## config.mk

```make
export PLATFORM = sky130hd
export DESIGN_NAME = mux4_reg
export DESIGN_NICKNAME = d
export VERILOG_FILES = /design/src/rtl/mux4_reg.sv
export SDC_FILE = /design/constraint.sdc
export NUM_CORES = 1
export LEC_CHECK = 0
export ABC_AREA = 0
export CELL_PAD_IN_SITES_DETAIL_PLACEMENT = 1
export CELL_PAD_IN_SITES_GLOBAL_PLACEMENT = 1
export CORE_ASPECT_RATIO = 0.5
export CORE_MARGIN = 1.5
export CORE_UTILIZATION = 28
export DETAILED_ROUTE_END_ITERATION = 10
export GPL_TIMING_DRIVEN = 1
export PLACE_DENSITY_LB_ADDON = 0.2
export SYNTH_ARGS = -nofsm -noshare
export SYNTH_HDL_FRONTEND = slang
export SYNTH_SLANG_ARGS = --single-unit
export TNS_END_PERCENT = 30
```

## constraint.sdc

```tcl
create_clock -name clk -period 1.09 [get_ports clk]
set_input_delay 0.218 -clock clk [delete_from_list [all_inputs] [get_ports clk]]
set_output_delay 0.218 -clock clk [all_outputs]
set_load 0.005 [all_outputs]
```

## src/rtl/mux4_reg.sv

```systemverilog
// mux4_reg
// Registered 4-to-1 word multiplexer for the expression-solver datapath.
// One of four equal-width operand buses is chosen by a 2-bit select and
// loaded into an output register when en is high. Alongside the data, the
// block reports when a load happened (valid) and whether the load used a
// different source than the previous load (chg).
//
// Ports
//   clk    : rising-edge clock
//   rst_n  : asynchronous active-low reset
//   en     : load enable, the output register only updates when en=1
//   in1    : channel 0 data (M=2'b00)
//   in2    : channel 1 data (M=2'b01)
//   in3    : channel 2 data (M=2'b10)
//   in4    : channel 3 data (M=2'b11)
//   M      : channel select
//   MX     : registered selected word
//   valid  : high for exactly the cycle after each enabled load
//   sel_q  : select value captured at the last enabled load
//   chg    : one-cycle pulse when a load used a different M than the last one
module mux4_reg #(
    parameter int WIDTH = 16
) (
    input  logic             clk,
    input  logic             rst_n,
    input  logic             en,
    input  logic [WIDTH-1:0] in1,
    input  logic [WIDTH-1:0] in2,
    input  logic [WIDTH-1:0] in3,
    input  logic [WIDTH-1:0] in4,
    input  logic [1:0]       M,
    output logic [WIDTH-1:0] MX,
    output logic             valid,
    output logic [1:0]       sel_q,
    output logic             chg
);

    logic [WIDTH-1:0] mux_s;
    logic             chg_s;
    logic [WIDTH-1:0] mx_r;
    logic [1:0]       sel_r;
    logic             valid_r;
    logic             chg_r;

    // Combinational select of the candidate word for the next load.
    always_comb begin
        mux_s = in1;
        case (M)
            2'b00:   mux_s = in1;
            2'b01:   mux_s = in2;
            2'b10:   mux_s = in3;
            2'b11:   mux_s = in4;
            default: mux_s = in1;
        endcase
    end

    // Source-change detection compares against the select of the previous
    // load; after reset that is 2'b00, so a first load from in1 is no change.
    always_comb begin
        chg_s = 1'b0;
        if (M != sel_r) begin
            chg_s = 1'b1;
        end else begin
            chg_s = 1'b0;
        end
    end

    // Output register: loads on en, otherwise holds data and clears the pulses.
    always_ff @(posedge clk or negedge rst_n) begin
        if (!rst_n) begin
            mx_r    <= {WIDTH{1'b0}};
            sel_r   <= 2'b00;
            valid_r <= 1'b0;
            chg_r   <= 1'b0;
        end else if (en) begin
            mx_r    <= mux_s;
            sel_r   <= M;
            valid_r <= 1'b1;
            chg_r   <= chg_s;
        end else begin
            mx_r    <= mx_r;
            sel_r   <= sel_r;
            valid_r <= 1'b0;
            chg_r   <= 1'b0;
        end
    end

    assign MX    = mx_r;
    assign sel_q = sel_r;
    assign valid = valid_r;
    assign chg   = chg_r;

endmodule

```

==> summary.md <==
| Metric | Value |
|---|---|
| Outcome | `completed` |
| Pin count of the biggest net entering global routing | `21` |
| Worst setup EP type | `register` |
| Worst Max-Slew Pin Slew | `0.206 ns` |
| DR iter-0 viols | `18` |
| CTS Buf Count | `3` |
| Initial core utilization | `0.294` |
| Share of cells above drive strength 1 | `0.247` |
| Root buf cell | `clkbuf_8` |
| Post-CTS Hold Buffers | `0` |
| CP cell instances | `clkdlybuf4s50_1, nand2b_1, buf_12, o221ai_1` |
| Post-Syn Instances | `101` |
| Worst EP arrival | `1.17 ns` |
| Nets | `268` |
| Static leakage | `0.996 nW` |
| Final Max Slew Viols | `0` |
| Synthesis-to-layout area growth | `72.8%` |
| Via/cell ratio | `4.60` |
| Max-Cap Viols | `0` |
| Ant. Diodes | `0` |
| CTS clk-pin slew, worst paths | `0.08 ns` |
| Met1 WL | `1620 µm` |
| Vias | `1173` |
| Routed WL | `3800 µm` |
| CP max stage cell | `clkdlybuf4s50_1` |
| GPL Wtd Cong | `0.698` |
| CP required | `1.22 ns` |
| Fin area | `2250 µm²` |
| Worst Setup SP | `M[1]` |
| Logic pwr share | `0.336` |
| Period utilization | `0.957` |
| Switch share | `0.255` |
| Row cnt | `17` |
| Clock tree sinks | `20` |
| Startpoint types | `input pin` |
| CTS max path bufs | `2` |
| Hold crit path type | `input pin to asynchronous set/reset pin` |
| Sequential cell area fraction in the yosys report | `0.384` |
| RSZ-0062 raised after global routing | `no` |
| Worst r2r src | `sel_q[0]$_DFFE_PN0P_` |
| Final Hold Viols | `0` |
| Maximum fanout along the worst path | `16` |
| Crit-path max cell delay | `0.48 ns` |
| Mapped Avg Cell Area | `12.9 µm²` |
| Yosys reg bits | `20` |
| Dpl hpwl | `3140 µm` |
| Met3 wire len | `212 µm` |
| Rel. slew slack | `0.859` |
| Worst setup margin | `0.0474 ns` |
| Pwr/cell area | `967 nW/µm²` |
| Crit Path Class | `input pin to register` |
| Fmax | `959 MHz` |
| Initial antenna violation count | `0` |
| Share of the core filled with cells | `0.509` |
| Internal Power | `1.62 mW` |
| Max VDD drop | `0.542 mV` |
| Die area | `5090 µm²` |
| Drt first pass iters | `4` |
| IO Port Bufs | `88` |
| Flop2flop setup slack | `0.21 ns` |
| Core Box Area | `4420 µm²` |
| TritonCTS clock tree | `done` |
| Vias in the first global route | `1276` |
| Syn nets | `170` |
| End of the critical path | `MX[12]$_DFFE_PN0P_` |
| I/O Pins | `89` |
| Setup TNS | `0 ns` |
| GRT overflow | `0` |
| Routed len/inst | `14.9 µm` |
| Layout Skew | `0.000219 ns` |
| DRC | `0` |
| CP top delay family | `buffers and inverters` |
| RR Endpoint | `sel_q[0]$_DFFE_PN0P_` |
| Netlist cell types | `16` |
| # H-tree levels | `1` |
| Top sig layer | `met4` |
| Clock Latency Late Sink | `0.25 ns` |
| Critical path buffer and inverter count | `2` |
| R2r worst-path depth | `2` |
| Die span in y | `51.2 µm` |
| Die width | `99.5 µm` |
| CP Depth | `4` |
| Gr usage total | `0.155` |
| Area after DPL | `2260 µm²` |
| Clock power frac | `0.261` |
| Sequential share of power | `0.403` |
| Final ANT Viol Nets | `0` |
| First-pass GRT wire length | `5990 µm` |
| Synth warn | `0` |
| Net Switching | `555 µW` |
| Setup WS pre-CTS | `-0.287 ns` |
| Final setup fails | `0` |
| Worst hold slack | `0.303 ns` |
| Synthesized area | `1300 µm²` |
| Min Tclk post-route | `1.04 ns` |
| WL met2 | `1960 µm` |
[what timing repair did]
item / in CTS / in global routing
gates resized for setup: 48 / 15
buffers inserted: 2 / 1
setup endpoints to repair: 22 / 15
[layout by cell type (no fill, tap or decap), types with 2 or more instances in the layout]
| cell type | synthesis | final |
|---|---|---|
| o221ai_2 | 10 | 10 |
| clkdlybuf4s50_1 | 0 | 66 |
| clkbuf_2 | 0 | 15 |
| buf_12 | 3 | 4 |
| buf_2 | 1 | 4 |
| mux2i_1 | 32 | 32 |
| dfrtp_1 | 20 | 20 |
| xnor2_1 | 2 | 2 |
| clkbuf_8 | 0 | 4 |
| o221ai_1 | 6 | 6 |
| nand2b_1 | 17 | 17 |
| clkdlybuf4s15_1 | 0 | 2 |
| buf_4 | 1 | 9 |
[cells by family (layout without fill, tap and decap cells)]
logic type	after synthesis	in the layout	share of synthesized area
AO/OA/AOI/OAI	18	18	0.165
multiplexers	33	33	0.255
XOR/XNOR	2	2	0.0135
flip-flops	20	20	0.384
buffers and inverters	10	107	0.0961
AND/OR/NAND/NOR	18	18	0.0865
[cells in the mapped netlist]
cell type | instances | share of area
a21boi_1 | 1 | 0.0058
buf_12 | 3 | 0.046
buf_2 | 1 | 0.0038
buf_4 | 1 | 0.0058
buf_6 | 3 | 0.026
buf_8 | 1 | 0.012
dfrtp_1 | 20 | 0.38
inv_1 | 1 | 0.0029
mux2_2 | 1 | 0.0086
mux2i_1 | 32 | 0.25
nand2_2 | 1 | 0.0048
nand2b_1 | 17 | 0.082
o21ai_0 | 1 | 0.0038
o221ai_1 | 6 | 0.040
o221ai_2 | 10 | 0.12
xnor2_1 | 2 | 0.013
[power groups by stage]
| stage | combinational (mW) | clock (mW) | sequential [mW] |
|---|---|---|---|
| 3_3_place_gp | 0.791 | 0 | 0.894 |
| 2_1_floorplan | 0.296 | 0 | 0.897 |
| 5_1_grt | 0.796 | 0.620 | 0.888 |
| 4_1_cts | 0.778 | 0.584 | 0.879 |
| 6_report | 0.732 | 0.568 | 0.877 |
| 3_5_place_dp | 0.811 | 0 | 0.894 |
[routing by layer]
layer | track usage | up-vias
met5 | 0 | -
met4 | 0.0211 | 0
met3 | 0.0438 | 2
met2 | 0.295 | 44
met1 | 0.180 | 555
li1 | - | 572
[state kept, by name (all words and copies together), names as in the netlist]
name   count
valid      1
sel_q      2
MX        16
chg        1
[worst reg2reg max path, stage by stage (launching register included)]
cell,delay (ns)
dfrtp_1,0.38
buf_4,0.14
mux2_2,0.25
[worst min path at each step]
stage | start | endpoint | slack (ns) | depth (start not counted)
after detailed placement | MX[0]$_DFFE_PN0P_ | MX[0]$_DFFE_PN0P_ | 0.49 | 2
after CTS | rst_n | sel_q[0]$_DFFE_PN0P_ | 0.30 | 2
final | rst_n | sel_q[0]$_DFFE_PN0P_ | 0.30 | 2
after floorplan | rst_n | MX[0]$_DFFE_PN0P_ | -0.08 | 0
after global placement | MX[15]$_DFFE_PN0P_ | MX[15]$_DFFE_PN0P_ | 0.48 | 2
after global routing | rst_n | MX[1]$_DFFE_PN0P_ | 0.31 | 2
[final cells by class]
class | instances | area (µm²)
tap | 57 | 71.3
multi-input combinational | 71 | 677
clock buffer | 4 | 55.1
timing repair buffer | 102 | 943
sequential | 20 | 500
fill | 488 | 2170
inverter | 1 | 3.75
[stage by stage]
stage	cells	power (mW)
finish	255	2.18
global route	255	2.30
CTS	254	2.24
detailed placement	248	1.70
global placement	248	1.69
floorplan	101	1.19
(Power assumes the default switching activity.)
